<file path="src/rtl/apb_csb_bridge.sv">
// APB slave to CSB master bridge: one transfer in flight, read timeout,
// optional non-posted writes, and a mandatory HOLD wait state before DONE.
module apb_csb_bridge #(
    parameter int unsigned TIMEOUT    = 1024,
    parameter bit          WR_NPOSTED = 1'b0
) (
    input  logic        clk_i,
    input  logic        rst_n_i,
    input  logic        psel_i,
    input  logic        penable_i,
    input  logic        pwrite_i,
    input  logic [31:0] paddr_i,
    input  logic [31:0] pwdata_i,
    output logic [31:0] prdata_o,
    output logic        pready_o,
    output logic        pslverr_o,
    output logic        csb_valid_o,
    input  logic        csb_ready_i,
    output logic [15:0] csb_addr_o,
    output logic [31:0] csb_wdat_o,
    output logic        csb_write_o,
    output logic        csb_nposted_o,
    input  logic        csb_rvalid_i,
    input  logic [31:0] csb_rdata_i,
    input  logic        csb_wr_complete_i
);

    typedef enum logic [2:0] {
        S_IDLE,
        S_REQ,
        S_WAIT,
        S_HOLD,
        S_DONE
    } state_t;

    localparam logic [15:0] LP_TMO_LAST = 16'(TIMEOUT - 1);
    localparam logic [31:0] LP_TMO_DATA = 32'hDEAD_DEAD;

    state_t      r_state;
    state_t      w_next;
    logic [15:0] r_addr;
    logic [15:0] r_cnt;
    logic [15:0] w_cnt_nxt;
    logic [31:0] r_wdat;
    logic [31:0] r_prdata;
    logic [31:0] w_prdata_nxt;
    logic        r_write;
    logic        r_err;
    logic        w_err_nxt;
    logic        w_setup;
    logic        w_rsp;
    logic        w_unused;

    assign w_unused = ^{paddr_i[31:18], paddr_i[1:0]};
    assign w_setup  = (r_state == S_IDLE) & psel_i & ~penable_i;

    // Only the completion type matching the latched transfer counts
    assign w_rsp = r_write ? (WR_NPOSTED & csb_wr_complete_i)
                           : csb_rvalid_i;

    always_ff @(posedge clk_i or negedge rst_n_i) begin
        if (!rst_n_i) begin
            r_state  <= S_IDLE;
            r_addr   <= '0;
            r_wdat   <= '0;
            r_write  <= 1'b0;
            r_cnt    <= '0;
            r_prdata <= '0;
            r_err    <= 1'b0;
        end else begin
            r_state  <= w_next;
            r_cnt    <= w_cnt_nxt;
            r_prdata <= w_prdata_nxt;
            r_err    <= w_err_nxt;
            if (w_setup) begin
                r_addr  <= paddr_i[17:2];
                r_wdat  <= pwdata_i;
                r_write <= pwrite_i;
            end
        end
    end

    always_comb begin
        w_next       = r_state;
        w_cnt_nxt    = r_cnt;
        w_prdata_nxt = r_prdata;
        w_err_nxt    = r_err;
        unique case (r_state)
            S_IDLE: begin
                if (w_setup) w_next = S_REQ;
            end
            S_REQ: begin
                if (csb_ready_i) begin
                    if (r_write && !WR_NPOSTED) begin
                        w_next = S_HOLD;
                    end else if (w_rsp) begin
                        w_next = S_HOLD;
                        if (!r_write) w_prdata_nxt = csb_rdata_i;
                    end else begin
                        w_next    = S_WAIT;
                        w_cnt_nxt = '0;
                    end
                end
            end
            S_WAIT: begin
                w_cnt_nxt = r_cnt + 16'd1;
                // A response in the final wait cycle still wins over timeout
                if (w_rsp) begin
                    w_next = S_HOLD;
                    if (!r_write) w_prdata_nxt = csb_rdata_i;
                end else if (r_cnt == LP_TMO_LAST) begin
                    w_next    = S_HOLD;
                    w_err_nxt = 1'b1;
                    if (!r_write) w_prdata_nxt = LP_TMO_DATA;
                end
            end
            S_HOLD: begin
                w_next = S_DONE;
            end
            S_DONE: begin
                w_next    = S_IDLE;
                w_err_nxt = 1'b0;
            end
            default: begin
                w_next = S_IDLE;
            end
        endcase
    end

    assign csb_valid_o   = (r_state == S_REQ);
    assign csb_addr_o    = r_addr;
    assign csb_wdat_o    = r_wdat;
    assign csb_write_o   = r_write;
    assign csb_nposted_o = r_write & WR_NPOSTED;
    assign pready_o      = (r_state == S_DONE);
    assign pslverr_o     = (r_state == S_DONE) & r_err;
    assign prdata_o      = r_prdata;

endmodule

</file>
<file path="config.mk">
export PLATFORM = sky130hd
export DESIGN_NAME = apb_csb_bridge
export DESIGN_NICKNAME = d
export VERILOG_FILES = /design/src/rtl/apb_csb_bridge.sv
export SDC_FILE = /design/constraint.sdc
export NUM_CORES = 1
export LEC_CHECK = 0
export ABC_AREA = 1
export CAP_MARGIN = 30
export CORE_ASPECT_RATIO = 0.75
export CORE_MARGIN = 2
export CORE_UTILIZATION = 40
export CTS_BUF_LIST = sky130_fd_sc_hd__clkbuf_8
export CTS_CLUSTER_DIAMETER = 30
export CTS_CLUSTER_SIZE = 12
export DETAILED_ROUTE_END_ITERATION = 12
export GPL_ROUTABILITY_DRIVEN = 0
export HOLD_SLACK_MARGIN = 0.05
export PLACE_DENSITY = 0.83
export SYNTH_ARGS = -nofsm -noshare
export SYNTH_HDL_FRONTEND = slang
export SYNTH_SLANG_ARGS = --single-unit
</file>
<file path="constraint.sdc">
create_clock -name clk_i -period 1.7 [get_ports clk_i]
set_input_delay 0.34 -clock clk_i [delete_from_list [all_inputs] [get_ports clk_i]]
set_output_delay 0.34 -clock clk_i [all_outputs]
set_load 0.005 [all_outputs]
</file>
; ---- After elaboration in Yosys (flattened, before gate mapping)
; Cells that the tools add are included.
[op_classes]
addsub = 1
n_eq_ne = 15
n_mux = 23
bitwise_logic = 4
reduce_logical = 7
[ops]
columns = cell, count
row1 = $mux 32, 7
row2 = $pmux 32 s2, 1
row3 = $mux 16, 3
row4 = $pmux 16 s2, 1
row5 = $add 16x1->16 const B, 1
row6 = $eq 16x10->1 const B, 1
row7 = $mux 3, 4
row8 = $pmux 3 s4, 1
row9 = $ne 2x2->1 const B, 5
row10 = $ne 3x3->1 const B, 3
row11 = $reduce_and 7->1, 1
row12 = $eq 3x2->1 const B, 2
row13 = $reduce_and 3->1, 2
row14 = $mux 1, 5
row15 = $ne 2x1->1 const B, 2
row16 = $reduce_and 4->1, 1
row17 = $reduce_bool 2->1, 2
row18 = $and 1x1->1, 3
row19 = $eq 3x1->1 const B, 1
row20 = $eq 3x3->1 const B, 1
row21 = $logic_not 3->1, 1
row22 = $pmux 1 s2, 1
row23 = $not 1->1, 1
[totals]
regBits = 101
word_cells = 57

; ---- Logic depth before layout (Yosys ltp)
[depth]
ltp_word = 5
depth_mapped = 10

; ---- Worst setup path before layout
; Ideal clock, no wire load.
[synth_timing]
path_kind = register to register
startpoint = reg r_cnt[0]
endpoint = reg r_prdata[0], in the netlist prdata_o[0]
setup_ns = 0.118
arrival_time_ns = 1.481
required_ns = 1.582
path_slack_ns = 0.101
path_stages_with_launch = 10
n_path_buf = 1
period_less_slack_ns = 1.599
path_cell_list = dfrtp_1 ha_1 nand3_2 nor2_4 nand2_1 nand2_2 nand3_4 buf_6 nand2_1 nand2_1
[synth_between]
elab_chain_cells = 3
[synth_lines]
columns = element, line
row1 = from (decl), 42  ; logic [15:0] r_cnt;
row2 = from (signal assigned), 72  ; r_cnt <= w_cnt_nxt;
row3 = $eq 16x10->1 (*), 111  ; end else if (r_cnt == LP_TMO_LAST) begin
row4 = $ne 3x3->1 (no source line), --
row5 = $reduce_and 7->1 (no source line) (*), --
row6 = to (signal assigned), 73  ; r_prdata <= w_prdata_nxt;
row7 = to (decl), 45  ; logic [31:0] r_prdata;
; Every way passes the cells marked *; elsewhere a longest branch is shown, timed or not.
; A chain may end at the register's enable or synchronous reset.

; ---- Worst setup path in the final report
[layout_timing]
startpoint = reg r_state[0]
endpoint = reg r_cnt[13]
[layout_between]
elab_chain_cells = 3
[layout_lines]
columns = element, line
row1 = from (decl), 39  ; state_t r_state;
row2 = from (signal assigned), 71  ; r_state <= w_next;
row3 = $eq 3x1->1 or $eq 3x2->1 (tied branches), 88  ; unique case (r_state)
row4 = $ne 2x2->1 (no source line) (tied with other cells), --
row5 = $reduce_and 4->1 (no source line), --
; Several ways; a longest one is shown, not always the timed one.

==> impl_metrics.toml <==
[drt]
drtIter0Drc = 209
drc = 0
antenna_left = 0
dr_total_vias = 4162
via_per_inst = 4.95
dr.pass1.iters = 5
routed_wl_um = 12000
wire_per_inst_um = 14.3

[critical_path]
arrival_ns = 1.88
cp_slowest_cell = "dfrtp_1"
crit_path_end_kind = "flip-flop"
cp_top_family = "buffers and inverters"
slowest_delay_ns = 0.42
path_class = "reg2reg"
crit_required_ns = 1.95
path_cells = "inv_2, buf_4, nand3_4, buf_4, clkinv_1, nand3_1, o21ai_0"
startpoint_type = "flip-flop"
critPathBufInv = 4
path_common_cell = "buf_4"
path_max_fanout = 10

[pwr]
ir_worst_vdd_mv = 0.925
p_leak_uw = 0.00332
powerDensity_nw_per_um2 = 1730

[run]
maxCapViolations = 0

[cells_and_area]
mostFrequentLayoutCells = "clkdlybuf4s50_1, nand2_1, dfrtp_1"
final_cells = 840
syn_to_final_growth_pct = 50.0
drive_gt1_share_pct = 17.7
layout_commonest_cell = "clkdlybuf4s50_1"
n_antenna_cell = 0
fin_nets = 796

[clock_network]
cts.path.max_buffers = 2
cts_tree = "yes"
clockRootBuffer = "clkbuf_8"
cts_sinks = 101
clock_latency_ns = 0.37
htree_levels = 3
clk_pin_slew_ns = 0.09
cts_buffers = 9

[timing]
rsz0062_at_grt = "yes"
timing.final.ws_setup_ns = 0.0666
fin_crit_ns = 1.63
fin_skew_ns = 0.00850
period_share_pct = 96.1
setup_viol = 0
final_max_slew_viol_count = 0
final_hold_viol_count = 0
timing.fmax_mhz = 612

[synth]
synth_compound_area_share_pct = 2.71
synth_nets = 601
synthCells = 496
synth.distinct_cells = 28
yosys_warnings = 0
synth_top_family_by_area = "simple AND/OR/NAND/NOR gates"
synth_fa_ha_area_share_pct = 0.268
syn_area_sq_um = 4670
synthSimpleGateAreaFrac_pct = 22.9
ys_ff_latch = 101
synth.mux.area_fraction_pct = 11.6
seq_area_frac_synth_pct = 54.1
syn_area_per_cell_sq_um = 9.42
synthXorXnorAreaFrac_pct = 0.563

[place]
placedCellCount = 813
dpl.hpwl_um = 8540
numPortBuffers = 170
pre_cts_slack_ns = -0.122

[die]
dieArea_sq_um = 12600
start_util_pct = 40.7
ios = 189
die_height_um = 97.6
die_w_um = 129
core_sq_um = 11500
rows = 34

[global_routing]
grt_max_degree = 53
use_met1_pct = 25.3
grt_pass1_wl_um = 19500
track_usage_pct = 19.2
grt-busiest-layer = "met2"
antenna_found_initial = 0
grt_pass1_vias = 4164
use_met3_pct = 5.40
use_met2_pct = 31.6
grt.overflow.total = 0

[worst_hold_path]
min_path_type = "in2async"

[run_status]
status = "complete, no violations"
==> through the flow <==
step                power [uW]  setup TNS (ns)  util (%)  area (sq um)  hold WS, ns
floorplan                 7060               0         -          4670       0.0444
global placement         10000           -2.42      58.1          6680        0.230
detailed placement       10300           -4.71      58.1          6680        0.236
CTS                      12000               0      60.3          6920        0.371
global route             13000          -0.151      61.0          7010        0.390
finish                   12100               0      61.0          7010        0.377
==> flip-flops by register name (all words and copies together), names as in the netlist <==
name	count
r_err	1
csb_write_o	1
csb_addr_o	16
r_cnt	16
r_state	3
csb_wdat_o	32
prdata_o	32
==> worst reg2reg max path, cell delays in order, from the launching register on <==
cell	delay, ns
dfrtp_1	0.42
inv_2	0.06
buf_4	0.15
nand3_4	0.11
buf_4	0.17
clkinv_1	0.29
nand3_1	0.21
o21ai_0	0.11
==> synthesized netlist by cell type, drive strengths merged <==
master | number | area share [%]
inv | 61 | 4.9
ha | 1 | 0.27
mux2 | 48 | 12
nand2 | 135 | 11
a21oi | 3 | 0.32
nor2 | 39 | 3.6
nor3 | 5 | 0.54
nand3 | 22 | 3.1
nand4 | 35 | 4.7
o22ai | 2 | 0.27
clkbuf | 2 | 0.16
o21bai | 2 | 0.32
o21ai | 15 | 1.6
o32ai | 1 | 0.19
xor2 | 3 | 0.56
conb | 1 | 0.080
dfrtp | 101 | 54
clkinv | 1 | 0.080
buf | 19 | 2.7
==> kinds of logic after synthesis <==
logic type	after synthesis
other	1
buffers and inverters	83
XOR/XNOR	3
AND/OR/NAND/NOR	236
adder cells (fa/ha/maj)	1
flip-flops	101
multiplexers	48
AO/OA/AOI/OAI	23
==> power breakdown <==
group          total, uW  switching [uW]  leakage (uW)  internal, uW
combinational       6180            2680       0.00196          3500
clock               1640             817      0.000111           824
sequential          4320             728       0.00125          3590
==> layout make-up <==
cell class                      count  area (sq um)
Sequential cell                   101          2530
Inverter                           62           233
Tap cell                          144           180
Clock buffer                        9           124
Multi-Input combinational cell    312          1820
Clock inverter                      7          90.1
Timing Repair Buffer              205          2040
Fill cell                         919          4480
==> metal layers <==
layer	up-vias	wire length (um)
li1	1980	-
met1	1981	5450
met2	188	5460
met3	13	980
met4	0	139
met5	-	0
==> worst paths after layout <==
kind	startpoint	end	slack, ns	cells after the start
worst min register to register	prdata_o[31]	prdata_o[31]	0.49	2
worst max register to register	r_state[0]	r_cnt[13]	0.07	7
max in group asynchronous	rst_n_i	csb_wdat_o[27]	0.77	3
worst max-delay path	r_state[0]	r_cnt[13]	0.07	7
worst min-delay path	rst_n_i	csb_wdat_o[28]	0.38	2
min in group clk_i	prdata_o[31]	prdata_o[31]	0.49	2
==> repair_timing <==
action	CTS	global route
endpoints found under the hold margin	15	0
hold buffers	1	0
gates resized for setup	11	9
endpoints found under the setup margin	3	36
setup buffers	2	8
pin swaps	0	4
(Power assumes the default switching activity.)
